==> src/rtl/phase_gen_multi.sv <==
// Multi-channel phase/enable generator: a free-running period counter drives CH
// programmable [rise, fall) windows, with shadowed config applied at period boundaries.
module phase_gen_multi #(
  parameter int                 CH         = 4,
  parameter int                 CW         = 8,
  parameter int                 DEF_PERIOD = 100,
  parameter logic [CH*CW-1:0]   DEF_RISE   = {8'd90, 8'd80, 8'd0, 8'd6},
  parameter logic [CH*CW-1:0]   DEF_FALL   = {8'd0, 8'd0, 8'd50, 8'd70}
) (
  input  logic          clk_100M,
  input  logic          rst,
  input  logic          run,
  input  logic          step,
  input  logic          cfg_we,
  input  logic [4:0]    cfg_addr,
  input  logic [CW-1:0] cfg_wdata,
  output logic [CH-1:0] phase_out,
  output logic          period_start,
  output logic [CW-1:0] cnt_o,
  output logic          busy
);

  typedef enum logic [1:0] {S_IDLE, S_RUN, S_LAST} state_t;

  state_t        state, state_nx;
  logic [CW-1:0] cnt, cnt_nx;
  logic          wrap, load_act;

  logic [CW-1:0] sh_period, act_period, nx_period;
  logic [CW-1:0] sh_rise [CH];
  logic [CW-1:0] sh_fall [CH];
  logic [CW-1:0] act_rise [CH];
  logic [CW-1:0] act_fall [CH];
  logic [CW-1:0] nx_rise [CH];
  logic [CW-1:0] nx_fall [CH];

  logic [CH-1:0] phase_nx;
  logic          busy_nx;

  function automatic logic window(input logic [CW-1:0] c, input logic [CW-1:0] r,
                                  input logic [CW-1:0] f, input logic [CW-1:0] p);
    if (r >= p || f > p) return 1'b0;
    if (r < f)           return (c >= r) && (c < f);
    if (r > f)           return (c >= r) || (c < f);
    return 1'b0;
  endfunction

  // NOTE: every variable assigned in always_comb gets a default first so no latch is inferred.
  always_comb begin
    state_nx = state;
    cnt_nx   = cnt;
    wrap     = (state != S_IDLE) && (cnt == act_period - CW'(1));
    unique case (state)
      S_IDLE: begin
        cnt_nx = '0;
        if (run)       state_nx = S_RUN;
        else if (step) state_nx = S_LAST;
      end
      S_RUN: begin
        cnt_nx = wrap ? '0 : cnt + CW'(1);
        if (!run) state_nx = S_LAST;
      end
      S_LAST: begin
        cnt_nx = wrap ? '0 : cnt + CW'(1);
        if (run)       state_nx = S_RUN;
        else if (wrap) state_nx = S_IDLE;
      end
      default: begin
        state_nx = S_IDLE;
        cnt_nx   = '0;
      end
    endcase
  end

  // Active config follows shadow while idle and at each wrap, so the window for
  // the first cnt of a period already sees the new values.
  always_comb begin
    load_act  = (state == S_IDLE) || wrap;
    nx_period = load_act ? sh_period : act_period;
    for (int i = 0; i < CH; i++) begin
      nx_rise[i] = load_act ? sh_rise[i] : act_rise[i];
      nx_fall[i] = load_act ? sh_fall[i] : act_fall[i];
    end
  end

  always_comb begin
    busy_nx  = (state_nx != S_IDLE);
    phase_nx = '0;
    for (int i = 0; i < CH; i++)
      phase_nx[i] = busy_nx && window(cnt_nx, nx_rise[i], nx_fall[i], nx_period);
  end

  // NOTE: sequential state uses non-blocking assignments so all flops update together.
  always_ff @(posedge clk_100M) begin
    if (rst) begin
      state        <= S_IDLE;
      cnt          <= '0;
      phase_out    <= '0;
      period_start <= 1'b0;
      act_period   <= CW'(DEF_PERIOD);
      for (int i = 0; i < CH; i++) begin
        act_rise[i] <= DEF_RISE[i*CW +: CW];
        act_fall[i] <= DEF_FALL[i*CW +: CW];
      end
    end else begin
      state        <= state_nx;
      cnt          <= cnt_nx;
      phase_out    <= phase_nx;
      period_start <= busy_nx && (cnt_nx == '0);
      act_period   <= nx_period;
      for (int i = 0; i < CH; i++) begin
        act_rise[i] <= nx_rise[i];
        act_fall[i] <= nx_fall[i];
      end
    end
  end

  // Config registers are reset to the defaults because reset must restore them.
  always_ff @(posedge clk_100M) begin
    if (rst) begin
      sh_period <= CW'(DEF_PERIOD);
      for (int i = 0; i < CH; i++) begin
        sh_rise[i] <= DEF_RISE[i*CW +: CW];
        sh_fall[i] <= DEF_FALL[i*CW +: CW];
      end
    end else if (cfg_we) begin
      if (cfg_addr == 5'd0)
        sh_period <= (cfg_wdata < CW'(2)) ? CW'(2) : cfg_wdata;
      for (int i = 0; i < CH; i++) begin
        if ({1'b0, cfg_addr} == 6'(i + 1))      sh_rise[i] <= cfg_wdata;
        if ({1'b0, cfg_addr} == 6'(CH + 1 + i)) sh_fall[i] <= cfg_wdata;
      end
    end
  end

  assign cnt_o = cnt;
  assign busy  = (state != S_IDLE);

endmodule

==> config.mk <==
export PLATFORM = sky130hd
export DESIGN_NAME = phase_gen_multi
export DESIGN_NICKNAME = d
export VERILOG_FILES = /design/src/rtl/phase_gen_multi.sv
export SDC_FILE = /design/constraint.sdc
export NUM_CORES = 1
export LEC_CHECK = 0
export CAP_MARGIN = 30
export CORE_MARGIN = 2
export CORE_UTILIZATION = 40
export CTS_CLUSTER_SIZE = 30
export DETAILED_ROUTE_END_ITERATION = 8
export SLEW_MARGIN = 20
export SYNTH_ARGS = -nofsm -noshare
export SYNTH_HDL_FRONTEND = slang
export SYNTH_SLANG_ARGS = --single-unit
export TNS_END_PERCENT = 20
==> constraint.sdc <==
create_clock -name clk_100M -period 9.6 [get_ports clk_100M]
set_input_delay 2.88 -clock clk_100M [delete_from_list [all_inputs] [get_ports clk_100M]]
set_output_delay 2.88 -clock clk_100M [all_outputs]
set_load 0.01 [all_outputs]
==> impl_metrics.tcl <==
set metrics [dict create \
    drt_wl_total_mm 26.9 \
    slew_headroom 0.364 \
    p_sw_frac 0.310 \
    utilization 0.458 \
    globalplace.congestion 0.822 \
    crit_path_max_fanout 36 \
    end_kind "register" \
    seqPwrFrac 0.405 \
    rsz0062_at_grt "false" \
    holdWs_ns 0.466 \
    core-area_um2 25200 \
    cts_max_path_buffers 2 \
    required_ns 9.94 \
    final_cells 1434 \
    vias_per_cell 5.29 \
    cts-resized-gates 0 \
    track_usage 0.207 \
    synth_mux_area_frac 0.0752 \
    num_antenna_cells 0 \
    avgRoutedWirePerCell_um 18.8 \
    pre_cts_ws_ns 4.34 \
    cts_hold_buf 0 \
    ys_ff_latch 159 \
    async_reset_ff_frac 0 \
    grt_pass1_vias 7333 \
    grt_pass1_wl_mm 41.6 \
    layout-drive-gt1-share 0.0643 \
    final_nets 1270 \
    slowest_stage "buf_4" \
    synth_top_family_by_area "adder cells" \
    p_int_mw 1.30 \
    drc 0 \
    layout_commonest_cell "ha_1" \
    overflow 0 \
    clkLatencyLatePin_ns 0.43 \
    cts.sinks 159 \
    ios 32 \
    dp.final_hpwl_mm 18.9 \
    clk_pin_slew_ns 0.06 \
    setup_viol 0 \
    final_area_um2 11500 \
    max_slew.worst_pin.slew_ns 0.952 \
    layout_min_cycle_time_ns 5.11 \
    cp_cell_sequence "inv_1, ha_1, xnor2_1, and4b_1, a41oi_1, a211oi_2, or2_4, buf_4, mux2i_1, inv_1, ha_1, nor2b_1, o21a_1, o21a_1, o21a_1, o21bai_1, a22o_1, o2111ai_1, nor4_2" \
    hold_viol_final 0 \
    critical_path.most_common_cell "o21a_1" \
    grt_max_degree 70 \
    hp-class "register to register" \
    synthSimpleGateAreaFrac 0.180 \
    die_area_um2 27000 \
    yosysSeqAreaShare 0.372 \
    worstSetupPathType "register to register" \
    slowest_delay_ns 0.64 \
    cp-start-kind "register" \
    pwr-share-comb 0.258 \
    mostFrequentLayoutCells "161 x ha_1, 95 x nor2_1, 95 x dfxtp_1, 76 x inv_1, 69 x mux2i_1" \
    synthCells 1053 \
    fin_tns_setup_ns 0 \
    post_cts_buffers 0 \
    die_w_um 164 \
    start_util 0.408 \
    worst_clock_skew_ns 0.0121 \
    slew_violations 0 \
    drtIter0Drc 466 \
    cts_tree "done" \
    row_count 58 \
    dr.pass1.iters 5 \
    drv_cap 0 \
    synth_compound_area_frac 0.114 \
    synthToLayoutAreaGrowth_pct 12.2 \
    dp.cells 1400 \
    layout_setup_ws_ns 4.49 \
    postPlaceCellArea_um2 11000 \
    synth_nets 1232 \
    outcome "finished clean" \
    arrival_ns 5.45 \
    post-route-period-util 0.532 \
    synth_xor_area_frac 0.0153 \
    p_per_area_nw_per_um2 164 \
    syn_area_um2 10300 \
    die_h_um 164 \
    h-tree-depth 4 \
    max-vdd-ir-drop_v 0.000122 \
    fill_cells 2394 \
    clock_tree.root_cell "clkbuf_16" \
    cts_buffers 17 \
    synth_edf_count 64 \
    p_switching_uw 585 \
    antenna_found_initial 0 \
    syn_avg_cell_area_um2 9.76 \
    clkPwrFrac 0.337 \
    finalPower_mw 1.89 \
    numPortBuffers 31 \
    yosys.area_share.adder 0.196 \
    ant_nets 0 \
    ys.flop_type "dfxtp_1" \
    ys.warnings.count 0 \
    vias 7585 \
    timing.fmax_ghz 0.196 \
    synth_cell_types 58 \
    cellLeakagePower_nw 5.33 \
]
cells by family after synthesis:
kind of cell,Yosys count
AND/OR/NAND/NOR,352
flip-flops,159
adder cells (fa/ha/maj),161
XOR/XNOR,18
buffers and inverters,108
AO/OA/AOI/OAI,178
multiplexers,77
routing by layer:
metal,wire length (um),track usage,up-vias
met4,769,0.0770,0
met5,0,0,-
met1,13200,0.285,3611
met2,12100,0.332,128
met3,887,0.0293,38
li1,-,-,3808
power by group through the flow:
stage	Sequential (mW)	Clock, mW	Combinational, mW
after floorplan	0.775	0	0.360
after global placement	0.779	0	0.473
after detailed placement	0.780	0	0.484
after CTS	0.765	0.645	0.489
after global routing	0.769	0.672	0.555
final	0.765	0.637	0.488
state kept, by name (all words and copies together), names as in the netlist:
name          cells
act_fall         32
act_rise         32
sh_fall          32
sh_rise          32
act_period        8
cnt_o             8
sh_period         8
phase_out         4
state             2
period_start      1
critical path, delay by kind of cell (launching register included):
family          cells  cell delay (ns)
xor+xnor            1             0.19
buf+inv             3             0.82
simple gates        4             1.01
compound gates      8             1.47
fa+ha+maj           2             0.60
mux                 1             0.50
flops               1             0.43
cell usage after synthesis (8+ instances only):
master	count	area, um2
ha_1	161	2010
dfxtp_1	95	1900
nor2_1	95	357
inv_1	76	285
mux2i_1	75	751
edfxtp_1	64	1920
and2_1	57	357
a21oi_1	52	260
nand2b_1	46	288
nand2_1	41	154
o21ai_0	36	180
a21o_1	34	255
nor2b_1	23	144
nor3_1	23	115
nand3_1	22	110
clkbuf_1	17	63.8
nand4_1	14	87.6
o21a_1	13	97.6
or3_1	11	68.8
xnor2_1	10	87.6
a211oi_1	9	67.6
buf_6	9	101
xor2_1	8	70.1
final timing paths:
kind / start / to / cells past startpoint / slack [ns]
setup / recovery: act_period[0] / phase_out[3] / 19 / 4.49
hold / removal: sh_period[0] / sh_period[0] / 2 / 0.47
setup reg to reg: act_period[0] / phase_out[3] / 19 / 4.49
hold reg to reg: sh_period[0] / sh_period[0] / 2 / 0.47
area by class of cell:
type | count | area [um2] | area share
Clock buffer | 23 | 489 | 0.0424
Clock inverter | 9 | 56.3 | 0.00488
Inverter | 76 | 285 | 0.0247
Multi-Input combinational cell | 786 | 6000 | 0.520
Sequential cell | 159 | 3820 | 0.332
Tap cell | 330 | 413 | 0.0358
Timing Repair Buffer | 51 | 469 | 0.0407
No activity file was read; power rests on OpenSTA's default activity.
